==> config.mk <==
export PLATFORM = sky130hd
export DESIGN_NAME = delay_period_monitor
export DESIGN_NICKNAME = d
export VERILOG_FILES = /design/src/rtl/delay_pkg.sv /design/src/rtl/delay_interval_cnt.sv /design/src/rtl/delay_period_monitor.sv
export SDC_FILE = /design/constraint.sdc
export NUM_CORES = 1
export LEC_CHECK = 0
export BUFFER_PORTS_ARGS = -buffer_cell sky130_fd_sc_hd__buf_2
export CORE_UTILIZATION = 49
export DETAILED_ROUTE_END_ITERATION = 6
export GPL_TIMING_DRIVEN = 0
export PLACE_DENSITY = 0.74
export SLEW_MARGIN = 20
export SYNTH_ARGS = -nofsm -noshare
export SYNTH_HDL_FRONTEND = slang
export SYNTH_SLANG_ARGS = --single-unit
==> constraint.sdc <==
create_clock -name i_clk -period 7.5 [get_ports i_clk]
set_input_delay 0 -clock i_clk [delete_from_list [all_inputs] [get_ports i_clk]]
set_output_delay 0 -clock i_clk [all_outputs]
set_load 0.05 [all_outputs]
==> src/rtl/delay_pkg.sv <==
// Shared types, defaults and window helper for the DELAY pulse period monitor.
package delay_pkg;

    typedef enum logic [1:0] {
        StIdle,
        StSync,
        StLocked,
        StFault
    } state_e;

    localparam int unsigned DefN       = 15000;
    localparam int unsigned DefCbits   = 14;
    localparam int unsigned DefTol     = 0;
    localparam int unsigned DefLockCnt = 2;

    // Written as e + tol >= p so that p - tol can never underflow.
    function automatic logic in_window(input int unsigned e, input int unsigned p,
                                       input int unsigned tol);
        return (e + tol >= p) && (e <= p + tol);
    endfunction

endpackage

==> src/rtl/delay_interval_cnt.sv <==
// Elapsed-clock counter: loads 1 the cycle after a pulse, otherwise counts up and saturates.
module delay_interval_cnt #(
    parameter int unsigned W = 15
) (
    input  logic         i_clk,
    input  logic         i_rst,
    input  logic         i_load,
    output logic [W-1:0] o_cnt
);

    logic [W-1:0] r_cnt;

    always_ff @(posedge i_clk) begin
        if (i_rst) begin
            r_cnt <= '0;
        end else if (i_load) begin
            r_cnt <= W'(1);
        end else if (!(&r_cnt)) begin
            r_cnt <= r_cnt + 1'b1;
        end
    end

    assign o_cnt = r_cnt;

endmodule

==> src/rtl/delay_period_monitor.sv <==
// Checks the period of the DELAY generator pulse: locks after consecutive good intervals and
// flags early or missing pulses once locked, with a sticky error and a saturating fault count.
module delay_period_monitor
    import delay_pkg::*;
#(
    parameter int unsigned N        = DefN,
    parameter int unsigned CBITS    = DefCbits,
    parameter int unsigned TOL      = DefTol,
    parameter int unsigned LOCK_CNT = DefLockCnt
) (
    input  logic             i_clk,
    input  logic             i_rst,
    input  logic             i_sig,
    input  logic             i_clr,
    output logic             o_locked,
    output logic             o_err,
    output logic             o_early,
    output logic             o_miss,
    output logic [CBITS:0]   o_last_period,
    output logic [7:0]       o_fault_count
);

    localparam int unsigned P  = N + 1;
    localparam int unsigned EW = CBITS + 1;
    localparam int unsigned GW = $clog2(LOCK_CNT + 1);

    localparam logic [EW-1:0] LimHi   = EW'(P + TOL);
    localparam logic [GW-1:0] LockTgt = GW'(LOCK_CNT);

    logic [EW-1:0] w_e;
    logic          w_in_win;
    logic          w_timeout;
    logic [GW-1:0] w_good_inc;

    state_e        r_state, w_state_d;
    logic [GW-1:0] r_good, w_good_d;

    logic          r_locked, r_err, r_early, r_miss;
    logic          w_err_d, w_early_d, w_miss_d;
    logic [EW-1:0] r_last_period, w_last_period_d;
    logic [7:0]    r_fault_count, w_fault_count_d;

    delay_interval_cnt #(
        .W(EW)
    ) u_cnt (
        .i_clk (i_clk),
        .i_rst (i_rst),
        .i_load(i_sig),
        .o_cnt (w_e)
    );

    assign w_in_win   = in_window(32'(w_e), P, TOL);
    assign w_timeout  = !i_sig && (w_e == LimHi);
    assign w_good_inc = r_good + 1'b1;

    always_ff @(posedge i_clk) begin
        if (i_rst) begin
            r_state <= StIdle;
            r_good  <= '0;
        end else begin
            r_state <= w_state_d;
            r_good  <= w_good_d;
        end
    end

    always_comb begin
        w_state_d = r_state;
        w_good_d  = r_good;
        if (i_clr) begin
            w_state_d = StIdle;
        end else begin
            unique case (r_state)
                StIdle: begin
                    if (i_sig) begin
                        w_state_d = StSync;
                        w_good_d  = '0;
                    end
                end
                StSync: begin
                    if (i_sig) begin
                        if (w_in_win) begin
                            w_good_d = w_good_inc;
                            if (w_good_inc == LockTgt) begin
                                w_state_d = StLocked;
                            end
                        end else begin
                            w_good_d = '0;
                        end
                    end else if (w_timeout) begin
                        w_state_d = StIdle;
                    end
                end
                StLocked: begin
                    // A late pulse cannot reach here: the timeout fires first at P+TOL.
                    if ((i_sig && !w_in_win) || w_timeout) begin
                        w_state_d = StFault;
                    end
                end
                StFault: w_state_d = StFault;
                default: w_state_d = StIdle;
            endcase
        end
    end

    always_comb begin
        w_early_d       = !i_clr && (r_state == StLocked) && i_sig && !w_in_win;
        w_miss_d        = !i_clr && (r_state == StLocked) && w_timeout;
        w_err_d         = i_clr ? 1'b0 : (r_err || w_early_d || w_miss_d);
        w_last_period_d = r_last_period;
        if (!i_clr && i_sig && ((r_state == StSync) || (r_state == StLocked))) begin
            w_last_period_d = w_e;
        end
        w_fault_count_d = r_fault_count;
        if ((w_state_d == StFault) && (r_state != StFault) && (r_fault_count != 8'hFF)) begin
            w_fault_count_d = r_fault_count + 8'd1;
        end
    end

    always_ff @(posedge i_clk) begin
        if (i_rst) begin
            r_locked      <= 1'b0;
            r_err         <= 1'b0;
            r_early       <= 1'b0;
            r_miss        <= 1'b0;
            r_last_period <= '0;
            r_fault_count <= '0;
        end else begin
            r_locked      <= (w_state_d == StLocked);
            r_err         <= w_err_d;
            r_early       <= w_early_d;
            r_miss        <= w_miss_d;
            r_last_period <= w_last_period_d;
            r_fault_count <= w_fault_count_d;
        end
    end

    assign o_locked      = r_locked;
    assign o_err         = r_err;
    assign o_early       = r_early;
    assign o_miss        = r_miss;
    assign o_last_period = r_last_period;
    assign o_fault_count = r_fault_count;

endmodule

==> results.sh, run 1 <==
export IMPL_status="finished clean"
export IMPL_setup_violations=0
export IMPL_cap_violations=0
export IMPL_layout_cells_most_common="dfxtp_1"
export IMPL_syn_nets=276
export IMPL_clk_latency_ps=290
export IMPL_critPathMaxFanout=8
export IMPL_hold_depth=2
export IMPL_synth_area_top_cells="dfxtp_1 42%, nand2_1 6.9%, a21oi_1 5.2%, nor2_1 4.9%, ha_1 4.5%"
export IMPL_reg2reg_slack_ps=4750
export IMPL_ys_flop_type="dfxtp_1"
export IMPL_arrival_ps=2940
export IMPL_grt_usage=0.203
export IMPL_routedWlPerCell_um=13.0
export IMPL_ff2ff_path_depth=7
export IMPL_root_buffer="clkbuf_8"
export IMPL_cts_tree="built"
export IMPL_period_minus_slack_ps=2750
export IMPL_final_hold_violation_count=0
export IMPL_holdWs_ps=28.2
export IMPL_die_y_um=69.3
export IMPL_clkTransAtPathRegs_ps=90
export IMPL_synth_largest_area_cell="dfxtp_1"
export IMPL_nFillCells=415
export IMPL_yosysWarnings=0
export IMPL_reg2reg_from="u_cnt.o_cnt[7]"
export IMPL_hold_class="in -> reg"
export IMPL_finalCritPeriodShare=0.367
export IMPL_powerDensity_nw_per_um2=168
export IMPL_slew_viol_final=0
export IMPL_synth_top_area_share=0.415
export IMPL_relSlewSlack=0.674
export IMPL_syn_inst=264
export IMPL_worstMarginPinSlew_ps=488
export IMPL_required_ps=7690
export IMPL_peakVddDrop_mv=0.130
export IMPL_drcViolationCount=0
export IMPL_clock_sinks=46
export IMPL_tns_ps=0
export IMPL_overflow=0
export IMPL_holdCritStartpoint="i_rst"
export IMPL_cts_htree_levels=2
export IMPL_rsz0062_at_grt="false"
export IMPL_antenna_cells=0
export IMPL_criticalPathCategory="reg -> reg"
export IMPL_worstReg2RegEnd="o_fault_count[5]"
export IMPL_finalWirelength_um=4610
export IMPL_vias=1920
export IMPL_core_um2=4350
export IMPL_cts_buffer_depth=2
export IMPL_start_kind="register"
export IMPL_final_cell_mix="46 x dfxtp_1, 41 x nand2_1, 30 x buf_2"
export IMPL_portBuffers=30
export IMPL_synthArstFlopShare=0
export IMPL_ioPinCount=31
export IMPL_yosysUniqueCellTypes=46
export IMPL_synth_enable_flop_cells=0
export IMPL_hpwlAfterDp_um=3420
export IMPL_drtIter0Drc=134
export IMPL_ys_ff_latch=46
export IMPL_fmaxAchievable_mhz=364
export IMPL_final_nets=314
export IMPL_grt_max_degree=15
export IMPL_grt_pass1_vias=1730
export IMPL_ant_nets=0
export IMPL_cpPeakStageDelay_ps=540
export IMPL_end_kind="register"
export IMPL_cts_buffers=5
export IMPL_crit_slowest_cell="or4b_4"
export IMPL_power_uw=425
export IMPL_routabilityCongestion=0.865
export IMPL_rows=24
export IMPL_drive_above_1_share=0.158
export IMPL_antenna_found_initial=0
export IMPL_synth_area_um2=2220
export IMPL_fp_dieArea_um2=4800
export IMPL_start_util=0.509
export IMPL_grt_first_pass_wirelength_um=7980
export IMPL_via_per_inst=5.41
export IMPL_cp_cell_sequence="or4b_4 -> nor4_4 -> a211oi_1 -> or4_1 -> buf_6 -> nor4_2 -> mux2_1"
export IMPL_whs_endpoint="r_state[1]"
export IMPL_chipWidth_um=69.3
export IMPL_fin_skew_ps=6.68
export IMPL_p_leak_nw=0.958
export IMPL_seq_area_frac_synth=0.415
export IMPL_drtPass1Iterations=4
export IMPL_synth_area_per_cell_um2=8.40
export IMPL_post_cts_setup_buffers=0
export IMPL_syn2layout_area_growth_pct=14.4
[layer usage]
layer  GRT usage  up-vias  wire length [um]
met4      0.0408        0                40
met2       0.358       34              2240
met3      0.0349        6               147
met5           0        -                 0
li1            -      995                 -
met1       0.259      885              2180
[synthesized netlist by cell type (all sizes together), types with 2 or more instances]
cell,instances
inv,8
ha,8
mux2i,3
xor2,5
nor3,7
or4,5
or2,2
a211oi,3
nand2,41
nor4,7
nand4,6
clkbuf,11
dfxtp,46
nor2,29
nand2b,3
nand4b,2
o21ai,6
buf,2
nor2b,8
or3,3
xnor2,3
a21oi,23
mux2,4
nand3,10
and3,2
and2,4
[registers in the layout (all words and copies together) (netlist names)]
| signal | count |
|---|---|
| r_state | 2 |
| u_cnt.o_cnt | 15 |
| o_fault_count | 8 |
| r_good | 2 |
| o_last_period | 15 |
| o_err | 1 |
| o_early | 1 |
| o_miss | 1 |
| o_locked | 1 |
[worst max path at each step]
stage | cells past startpoint | slack, ps | to | from
after floorplan | 7 | 4980 | o_fault_count[4] | u_cnt.o_cnt[5]
after global placement | 7 | 4780 | o_fault_count[5] | u_cnt.o_cnt[7]
after detailed placement | 7 | 4760 | o_fault_count[5] | u_cnt.o_cnt[7]
after CTS | 7 | 4740 | o_fault_count[5] | u_cnt.o_cnt[7]
after global routing | 8 | 4620 | o_fault_count[5] | u_cnt.o_cnt[0]
final | 7 | 4750 | o_fault_count[5] | u_cnt.o_cnt[7]
[through the flow]
step           setup slack (ps)  cells  utilization  cell area, um^2
2_1_floorplan              4980    264            -             2220
3_3_place_gp               4780    346        0.559             2430
3_5_place_dp               4760    346        0.559             2430
4_1_cts                    4740    355        0.583             2540
5_1_grt                    4620    355        0.583             2540
6_report                   4750    355        0.583             2540
[power by group]
part	total (mW)	internal (mW)	leakage [nW]	switching [mW]
Combinational	0.0204	0.00644	0.540	0.0139
Sequential	0.247	0.245	0.371	0.00182
Clock	0.158	0.0742	0.0472	0.0836
Total	0.425	0.326	0.958	0.0993
[critical path, delay by kind of cell (launching register included)]
kind	cells	cell delay, ps
and+or+nand+nor	4	1500
DFF	1	470
AOI/OAI and AO/OA	1	160
buffers and inverters	1	160
muxes	1	340
[cell families after synthesis]
group | synth area share
buffers and inverters | 0.0389
flip-flops | 0.415
adder cells (fa/ha/maj) | 0.0451
AND/OR/NAND/NOR | 0.326
AO/OA/AOI/OAI | 0.109
XOR/XNOR | 0.0316
multiplexers | 0.0339
[timing repair]
| item | CTS | global route |
|---|---|---|
| resized for setup | 0 | 0 |
| hold endpoints to repair | 1 | 0 |
| hold buffers | 1 | 0 |
| endpoints found under the setup margin | 0 | 0 |
[cell type report]
type                            instances  area [um^2]  share of cell area
Buffer                                 13         56.3              0.0222
Clock buffer                            6         82.6              0.0325
Clock inverter                          2         12.5             0.00493
Inverter                                8         30.0              0.0118
Multi-Input combinational cell        197         1210               0.477
Sequential cell                        46          921               0.363
Tap cell                               52         65.1              0.0256
Timing Repair Buffer                   31          160              0.0631
(Power assumes the default switching activity.)
==> run 2, diff against run 1 <==
Settings changed: PLACE_DENSITY 0.74 to 0.77.
Clock period 7.5 ns to 2.48 ns, I/O delays scaled along.
==> run 2 against run 1 <==
Net effect: register-to-register slack lost 4800 ps; the run now ends with setup timing left; die area is the same; combinational power grew to 3.9 times the previous value; critical endpoint is now o_fault_count[4]; non-clock buffer count grew 12; sequential power grew to 3.0 times the previous value; global-route usage grew 0.29 points; clock skew shrank 1.3 ps; fmax grew 10%; setup slack lost 4800 ps; via count grew 3.3%; largest cell class unchanged; critical path type unchanged; power grew to 3.3 times the previous value.
==> results.sh, run 2 (synthesis results as in run 1) <==
export IMPL_status="finished with violations"
export IMPL_violations="setup timing"
export IMPL_finalCritPeriodShare=1.00
export IMPL_grt_pass1_vias=1777
export IMPL_cap_violations=0
export IMPL_overflow=0
export IMPL_final_nets=326
export IMPL_rsz0062_at_grt="true"
export IMPL_die_y_um=69.3
export IMPL_ant_nets=0
export IMPL_core_um2=4350
export IMPL_cts_htree_levels=2
export IMPL_cts_buffer_depth=2
export IMPL_antenna_found_initial=0
export IMPL_portBuffers=30
export IMPL_peakVddDrop_mv=0.406
export IMPL_via_per_inst=5.40
export IMPL_vias=1983
export IMPL_criticalPathCategory="reg -> reg"
export IMPL_grt_first_pass_wirelength_um=8050
export IMPL_arrival_ps=2690
export IMPL_start_kind="register"
export IMPL_routabilityCongestion=0.901
export IMPL_final_hold_violation_count=0
export IMPL_p_switching_uw=317
export IMPL_cts_tree="built"
export IMPL_reg2reg_from="u_cnt.o_cnt[1]"
export IMPL_nFillCells=376
export IMPL_hold_class="in -> reg"
export IMPL_finalWirelength_um=4940
export IMPL_syn2layout_area_growth_pct=23.7
export IMPL_grt_max_degree=16
export IMPL_drtIter0Drc=88
export IMPL_holdCritStartpoint="i_rst"
export IMPL_slew_viol_final=0
export IMPL_hpwlAfterDp_um=3360
export IMPL_start_util=0.509
export IMPL_critPathMaxFanout=7
export IMPL_fmaxAchievable_mhz=401
export IMPL_powerDensity_nw_per_um2=505
export IMPL_clockPowerShare=0.406
export IMPL_clkTransAtPathRegs_ps=90
export IMPL_worst_slack_ps=-12.3
export IMPL_antenna_cells=0
export IMPL_chipWidth_um=69.3
export IMPL_switching_share=0.229
export IMPL_startpoint="u_cnt.o_cnt[1]"
export IMPL_drive_above_1_share=0.248
export IMPL_final_cell_mix="41 x nand2_1, 39 x dfxtp_1, 30 x buf_2"
export IMPL_root_buffer="clkbuf_8"
export IMPL_setup_violations=5
export IMPL_end_kind="register"
export IMPL_p_seq_frac=0.537
export IMPL_routedWlPerCell_um=13.5
export IMPL_relSlewSlack=0.673
export IMPL_drcViolationCount=0
export IMPL_place_ws_ps=-241
export IMPL_layout_cells_most_common="nand2_1"
export IMPL_tns_ps=-52.7
export IMPL_p_leak_nw=1.06
export IMPL_clk_latency_ps=300
export IMPL_required_ps=2680
export IMPL_p_int_mw=1.07
export IMPL_fin_skew_ps=5.42
export IMPL_cts_buffers=5
export IMPL_power_mw=1.39
export IMPL_worstMarginPinSlew_ps=490
export IMPL_period_minus_slack_ps=2490
export IMPL_ioPinCount=31
export IMPL_clock_sinks=46
export IMPL_drtPass1Iterations=4
export IMPL_p_comb_frac=0.057
export IMPL_fp_dieArea_um2=4800
export IMPL_rows=24
export IMPL_grt_usage=0.206
[run 2: changes by cell type in the layout (fill, tap and decap cells not counted), moves of 2 or more]
cell	previous run	this run
dfxtp_4	0	3
buf_4	0	13
ha_1	8	6
dfxtp_2	0	4
dfxtp_1	46	39
mux2_1	4	1
mux2_4	0	3
[run 2: critical path: stages (launching register included)]
cell	delay, ps
dfxtp_4	370
inv_2	60
ha_4	110
nand4bb_1	160
buf_4	190
nor4_4	300
a211oi_2	140
or4_4	440
buf_8	160
nor3_4	160
mux2_4	310
[run 2: path summary, 6_finish.rpt]
path,to,slack (ps),cells after the start
min reg2reg,o_last_period[3],460,2
max reg2reg,o_fault_count[4],-10,10
max,o_fault_count[4],-10,10
min,r_state[1],10,2
[run 2: through the flow]
step	std cells	util	area (um^2)	hold slack, ps
3_5_place_dp	346	0.559	2430	244
4_1_cts	360	0.607	2640	6.07
5_1_grt	367	0.630	2740	19.6
3_3_place_gp	346	0.559	2430	238
6_report	367	0.630	2740	14.6
2_1_floorplan	264	-	2220	86.6
[run 2: timing repair]
action | in CTS | in global routing
setup endpoints to repair | 8 | 8
hold buffers | 1 | 0
buffers inserted | 5 | 7
gates resized for setup | 14 | 15
endpoints found under the hold margin | 1 | 0
pin swaps | 8 | 4
[run 2: cell type report]
type	instances	area [um^2]	area share
multi-input cells	197	1280	0.468
flip-flops and latches	46	937	0.342
repair buffers	43	250	0.0912
clock buffers	5	68.8	0.0251
well taps	52	65.1	0.0237
plain buffers	13	63.8	0.0233
clock inverters	3	45.0	0.0164
inverters	8	30.0	0.0109
[run 2: power groups by stage]
stage               clock (mW)  sequential (mW)  combinational [mW]
finish                   0.563            0.744              0.0787
global route             0.595            0.745              0.0858
CTS                      0.570            0.746              0.0666
detailed placement           0            0.764              0.0605
global placement             0            0.764              0.0598
floorplan                    0            0.763              0.0420
[run 2: per-layer routing]
metal / global-route usage / part of all wire
met5: 0 / 0
met1: 0.244 / 0.45
met2: 0.374 / 0.50
met3: 0.0363 / 0.029
met4: 0.0658 / 0.015
